## config.mk

```make
export PLATFORM = sky130hd
export DESIGN_NAME = seven_segment_decoder
export DESIGN_NICKNAME = d
export VERILOG_FILES = /design/src/rtl/seven_segment_decoder.sv
export SDC_FILE = /design/constraint.sdc
export NUM_CORES = 1
export LEC_CHECK = 0
export BUFFER_PORTS_ARGS = -buffer_cell sky130_fd_sc_hd__buf_2
export CORE_ASPECT_RATIO = 0.75
export CORE_UTILIZATION = 50
export DETAILED_ROUTE_END_ITERATION = 8
export PLACE_DENSITY = 0.69
export REMOVE_ABC_BUFFERS = 1
export SYNTH_ARGS = -nofsm -noshare
export SYNTH_HDL_FRONTEND = slang
export SYNTH_SLANG_ARGS = --single-unit
```

## constraint.sdc

```tcl
create_clock -name i_Clk -period 5.5 [get_ports i_Clk]
set_input_delay 0.275 -clock i_Clk [delete_from_list [all_inputs] [get_ports i_Clk]]
set_output_delay 0.275 -clock i_Clk [all_outputs]
set_load 0.01 [all_outputs]
```

## src/rtl/seven_segment_decoder.sv

```systemverilog
// Debounced seven-segment pattern decoder: synchronizes active-low segment lines,
// waits for a pattern to hold STABLE_CYCLES cycles, then reports digit/error/blank.
module seven_segment_decoder #(
  parameter int unsigned STABLE_CYCLES = 4
) (
  input  logic       i_Clk,
  input  logic       i_Rst_L,
  input  logic       i_Segment_A,
  input  logic       i_Segment_B,
  input  logic       i_Segment_C,
  input  logic       i_Segment_D,
  input  logic       i_Segment_E,
  input  logic       i_Segment_F,
  input  logic       i_Segment_G,
  output logic [3:0] o_Digit,
  output logic       o_Valid,
  output logic       o_Error,
  output logic       o_Blank,
  output logic [7:0] o_Change_Count
);

  typedef enum logic {LOCKED, SETTLE} state_t;

  localparam logic [7:0] LAST_N = 8'(STABLE_CYCLES - 1);
  localparam logic [7:0] FULL_N = 8'(STABLE_CYCLES);

  logic [6:0] pat;
  logic [6:0] sync1_q, seg_q;
  logic [6:0] cand_q, cand_d;
  logic [6:0] acc_q, acc_d;
  logic [7:0] n_q, n_d;
  state_t     state_q, state_d;
  logic [3:0] digit_q, digit_d;
  logic       valid_q, valid_d;
  logic       error_q, error_d;
  logic       blank_q, blank_d;
  logic [7:0] count_q, count_d;
  logic [4:0] dec;

  // {in_table, digit}
  function automatic logic [4:0] decode(input logic [6:0] p);
    case (p)
      7'h7E:   return {1'b1, 4'd0};
      7'h30:   return {1'b1, 4'd1};
      7'h6D:   return {1'b1, 4'd2};
      7'h79:   return {1'b1, 4'd3};
      7'h33:   return {1'b1, 4'd4};
      7'h5B:   return {1'b1, 4'd5};
      7'h5F:   return {1'b1, 4'd6};
      7'h70:   return {1'b1, 4'd7};
      7'h7F:   return {1'b1, 4'd8};
      7'h7B:   return {1'b1, 4'd9};
      7'h47:   return {1'b1, 4'd10};
      default: return 5'd0;
    endcase
  endfunction

  function automatic logic [7:0] sat_inc(input logic [7:0] v);
    return (v == 8'hFF) ? v : v + 8'd1;
  endfunction

  assign pat = ~{i_Segment_A, i_Segment_B, i_Segment_C, i_Segment_D,
                 i_Segment_E, i_Segment_F, i_Segment_G};
  assign dec = decode(cand_q);

  always_comb begin
    cand_d  = cand_q;
    acc_d   = acc_q;
    n_d     = n_q;
    state_d = state_q;
    digit_d = digit_q;
    valid_d = 1'b0;
    error_d = 1'b0;
    blank_d = blank_q;
    count_d = count_q;
    if (seg_q != cand_q) begin
      cand_d  = seg_q;
      n_d     = 8'd1;
      state_d = SETTLE;
    end else if (state_q == SETTLE) begin
      // The capture cycle counts as the first stable cycle, so accept on the last one.
      if (n_q >= LAST_N) begin
        n_d     = FULL_N;
        state_d = LOCKED;
        acc_d   = cand_q;
        if (cand_q != acc_q) begin
          if (cand_q == 7'h00) begin
            blank_d = 1'b1;
          end else begin
            blank_d = 1'b0;
            if (dec[4]) begin
              digit_d = dec[3:0];
              valid_d = 1'b1;
              count_d = sat_inc(count_q);
            end else begin
              error_d = 1'b1;
            end
          end
        end
      end else begin
        n_d = n_q + 8'd1;
      end
    end
  end

  always_ff @(posedge i_Clk or negedge i_Rst_L) begin
    if (!i_Rst_L) begin
      sync1_q <= '0;
      seg_q   <= '0;
      cand_q  <= '0;
      acc_q   <= '0;
      n_q     <= '0;
      state_q <= LOCKED;
      digit_q <= '0;
      valid_q <= 1'b0;
      error_q <= 1'b0;
      blank_q <= 1'b1;
      count_q <= '0;
    end else begin
      sync1_q <= pat;
      seg_q   <= sync1_q;
      cand_q  <= cand_d;
      acc_q   <= acc_d;
      n_q     <= n_d;
      state_q <= state_d;
      digit_q <= digit_d;
      valid_q <= valid_d;
      error_q <= error_d;
      blank_q <= blank_d;
      count_q <= count_d;
    end
  end

  assign o_Digit        = digit_q;
  assign o_Valid        = valid_q;
  assign o_Error        = error_q;
  assign o_Blank        = blank_q;
  assign o_Change_Count = count_q;

endmodule

```

* After elaboration in Yosys (flattened, before gate mapping)
Index checks and enable logic that the tools add are counted.
** Storage, ports and cells
- Register bits after elaboration :: 52
- Input bits :: 9
- Output and inout bits :: 15
- Word-level logic and storage cells :: 58
** Operators by class
- Add/sub/neg operators :: 2
- $lt $le $gt $ge :: 1
- Equal/unequal tests :: 14
- Mux-type cells :: 20
- Bitwise logic cells :: 4
- Reductions and logical operators :: 6
** Operators with widths (number)
- 7-bit == test, second input constant :: 9
- 5-bit case mux with 11 select lines :: 1
- 8-bit 2-to-1 mux :: 3
- 8-bit by 1-bit adder with 8-bit output, second input constant :: 2
- 1-bit 2-to-1 mux :: 16
- 7-bit by 6-bit == test with 1-bit output, second input constant :: 2
- 7-bit inequality test :: 2
- 8-bit == test, second input constant :: 1
- 8-bit by 2-bit greater-or-equal comparator with 1-bit output, second input constant :: 1
- 7-bit zero test :: 1
- 7-bit inverter :: 1
- 7-bit AND reduction :: 1
- 6-bit AND reduction :: 1
- 4-bit AND reduction :: 1
- 1-bit inverter :: 3
- 3-bit AND reduction :: 1
- 2-bit nonzero test :: 1

* Logic depth before layout (Yosys ltp)
- Depth in word-level cells :: 8
- Gate-level depth with buffers :: 8
- Depth with buffers taken out :: 6

* Worst setup path after synthesis
No wires, ideal clock.
- Path type :: flip-flop to flip-flop
- Start :: register cand_q[0]
- End :: register count_q[7], in the netlist o_Change_Count[7]
- Setup time :: 0.125 ns
- Data arrival time :: 2.093 ns
- Data required time :: 5.375 ns
- Slack :: 3.282 ns
- Cell stages (with the launch flop) :: 8
- Path buffers :: 1
- Period minus slack after synthesis :: 2.218 ns
- Path through :: dfrtp_1 -> buf_6 -> xnor2_2 -> nand4_2 -> a2111oi_4 -> nand4_4 -> nor3_1 -> mux2_2
** On the way
- Cells in the longest elaborated chain, start to end :: 3
- Elaborated cells between the ends (all ways) :: 18
- Classes of those cells :: eq/ne (13); mux (1); bitwise (2); reduce/logical (2)
** Ends and longest elaborated chain
- start, declared :: line 29 : logic [6:0] cand_q, cand_d;
- start signal, assigned :: line 122 : cand_q <= cand_d;
- 7-bit == test (tied with other cells) :: line 42 : case (p)
- 5-bit case mux with 11 select lines / 1-bit inverter (equally long branches)
- 7-bit AND reduction (no source line) (*)
- end signal, assigned :: line 130 : count_q <= count_d;
- end, declared :: line 37 : logic [7:0] count_q, count_d;
Mark *: on every way between the ends. The rest lies on a longest branch, timed or not.
A chain may end at the register's enable or synchronous reset.

* Final worst setup path
- Start :: register cand_q[5]
- End :: register count_q[7], in the netlist o_Change_Count[7]
Same word-level chain as after synthesis.

==> flow_metrics.py <==
metrics = {
    "logic_synthesis": {
        "ys_seq_area_share_pct": 56.27,
        "synthFlopType": "dfrtp_1",
        "synth_cell_types": 41,
        "synth_cells": 191,
        "synthArstFlopShare_pct": 100.0,
        "syn_area_sq_um": 2315,
        "yosys_warnings": 0,
        "syn_avg_cell_area_sq_um": 12.12,
        "ys_seq_elements": 52,
        "synth_edf_count": 0,
    },
    "cells_and_area": {
        "layout_common_cells": "dfrtp_1 (51), buf_2 (23), mux2_2 (12)",
        "syn2layout_area_growth_pct": 8.811,
        "multiInputGateArea_sq_um": 880.8,
        "antenna_cells": 0,
        "fin_cells": 264,
        "fin_nets": 217,
        "nFillCells": 369,
        "regArea_sq_um": 1303,
        "drive_gt1_share_pct": 26.09,
        "final_common_cell": "dfrtp_1",
    },
    "setup_path": {
        "slowest_delay_ns": 0.73,
        "critical_path.top_delay_family": "simple AND/OR/NAND/NOR gates",
        "worstPathRequired_ns": 5.70,
        "crit_arrival_ns": 2.99,
        "crit_fanout": 13,
        "crit_buf_inv": 0,
        "crit_chain": "xnor2_1 > nand3_1 > a2111oi_4 > nand4_4 > nor3_1 > mux2_2",
        "cp-end-kind": "flop",
        "start_kind": "flop",
        "crit_type": "flop to flop",
        "crit_slowest_cell": "a2111oi_4",
    },
    "clock_network": {
        "htree_levels": 2,
        "clockBufferDepth": 2,
        "cts_tree": "yes",
        "numClockSinks": 52,
        "clkLatencyLatePin_ns": 0.31,
        "cts_resized": 0,
        "post_cts_buffers": 0,
        "cts_hold_buffers": 0,
        "clk_pin_slew_ns": 0.09,
        "cts_buffers": 5,
        "root_buffer": "clkbuf_8",
    },
    "die": {
        "dieArea_sq_um": 4908,
        "core_area_sq_um": 4441,
        "dieHeight_um": 60.93,
        "die_w_um": 80.57,
        "io-pin-count": 24,
        "initial_core_util_pct": 52.13,
        "rows": 21,
    },
    "power": {
        "ir_worst_vdd_mv": 0.1691,
        "p_int_uw": 539.2,
        "pwr-share-comb_pct": 4.5,
        "powerDensity_nw_per_um2": 273.8,
        "seq_power_share_pct": 58.5,
        "clkPwrFrac_pct": 37.0,
        "p_sw_share_pct": 21.81,
        "p_sw_uw": 150.4,
        "p_leak_nw": 1.245,
    },
    "sta": {
        "clock_skew_ns": 0.008674,
        "hold_viol_final": 0,
        "rsz0062_at_grt": "no",
        "setup_violations": 0,
        "tns_ns": 0,
        "period_share_pct": 50.62,
        "worst_pin_slew_ns": 1.118,
        "fmax_mhz": 359.2,
        "fin_crit_ns": 2.784,
        "maxSlewHeadroom_pct": 25.48,
        "final_max_slew_viol_count": 0,
    },
    "routing": {
        "drtAntennaViolNets": 0,
        "drtIter0Drc": 187,
        "drcViolationCount": 0,
        "drt_pass1_iterations": 4,
        "vias": 1469,
        "via_per_inst": 5.564,
        "wirelength_mm": 4.014,
        "wire_per_inst_um": 15.20,
    },
    "placement": {
        "dp.cells": 256,
        "hpwl_mm": 2.855,
        "io_buffers": 23,
        "routabilityCongestion": 0.8581,
    },
    "global_route": {
        "grt.overflow.total": 0,
        "grt_pass1_wl_mm": 6.803,
        "grt_pass1_vias": 1447,
        "antenna_found_initial": 0,
        "grt_usage_pct": 19.47,
        "grt_max_degree": 53,
    },
    "outcome": {
        "outcome": "finished clean",
    },
    "worst_hold_path": {
        "hold_path_class": "input pin to flop",
    },
    "job": {
        "cap_viol_max_count": 0,
    },
}
final cells by class:
class                           count  share of cell area [%]
Timing Repair Buffer               23                   4.570
Clock inverter                      2                   1.391
Multi-Input combinational cell    113                   34.97
Inverter                           11                   1.639
Clock buffer                        6                   2.881
Sequential cell                    52                   51.71
Tap cell                           57                   2.832
metrics by stage:
step                      instance area [sq um]  utilization (%)  hold slack [ns]  setup WS [ns]  power, mW
after detailed placement                   2411            54.30           0.3358          2.755     0.4426
after global placement                     2411            54.30           0.3330          2.829     0.4398
after floorplan                            2225                -         -0.02059          3.067     0.4262
after CTS                                  2519            56.72          0.08530          2.730     0.6964
after global routing                       2519            56.72          0.08533          2.526     0.7207
final                                      2519            56.72          0.09750          2.716     0.6896
cells by family (layout without fill, tap and decap cells):
| family | Yosys count | in the layout | synth area share (%) |
|---|---|---|---|
| AND/OR/NAND/NOR | 58 | 58 | 15.19 |
| multiplexers | 13 | 13 | 6.270 |
| flip-flops | 52 | 52 | 56.27 |
| AO/OA/AOI/OAI | 19 | 19 | 6.595 |
| adder cells (fa/ha/maj) | 2 | 2 | 1.081 |
| buffers and inverters | 26 | 42 | 5.675 |
| XOR/XNOR | 21 | 21 | 8.919 |
cell usage after synthesis (all sizes together), types with 2 or more instances:
master / count / area (sq um)
a211o: 2 / 17.52
a21boi: 2 / 15.01
a21oi: 3 / 15.01
and3: 7 / 45.05
buf: 8 / 63.80
clkbuf: 7 / 26.28
dfrtp: 51 / 1276
ha: 2 / 25.02
inv: 11 / 41.29
mux2: 12 / 135.1
nand2: 11 / 41.29
nand3: 9 / 45.04
nand4: 6 / 58.80
nor2: 7 / 26.28
nor2b: 2 / 12.51
nor3: 5 / 25.02
nor3b: 3 / 22.52
nor4: 4 / 40.04
o21ai: 4 / 20.02
o32ai: 2 / 17.52
or4b: 2 / 20.02
xnor2: 11 / 118.9
xor2: 10 / 87.58
state kept, by name, indices dropped and copies added, names as in the netlist:
signal          count
state_q             1
seg_q               7
o_Valid             1
n_q                 8
acc_q               7
o_Error             1
o_Digit             4
cand_q              7
o_Blank             1
o_Change_Count      8
sync1_q             7
power by group through the flow:
| stage | registers [mW] | logic [mW] | clock network, mW |
|---|---|---|---|
| after floorplan | 0.407 | 0.0192 | 0 |
| after global placement | 0.409 | 0.0304 | 0 |
| after detailed placement | 0.411 | 0.0319 | 0 |
| after CTS | 0.403 | 0.0320 | 0.261 |
| after global routing | 0.405 | 0.0359 | 0.280 |
| final | 0.403 | 0.0312 | 0.255 |
worst paths after layout:
kind,slack [ns],depth (start not counted),startpoint,endpoint
worst max-delay path,2.72,6,cand_q[5],o_Change_Count[7]
worst min-delay path,0.1,2,i_Segment_E,sync1_q[2]
worst max register to register,2.72,6,cand_q[5],o_Change_Count[7]
worst min register to register,0.35,0,sync1_q[5],seg_q[5]
max in group asynchronous,4.64,1,i_Rst_L,o_Change_Count[3]
min in group asynchronous,0.18,1,i_Rst_L,o_Error
per-layer routing:
metal  global-route usage [%]  up-vias  part of all wire (%)
met5                        0        -                     0
met4                    9.949        0                   2.7
met3                    5.113       11                   4.5
met2                    31.11       43                    48
met1                    24.93      735                    45
li1                         -      680                     -
No activity file was read; power rests on OpenSTA's default activity.
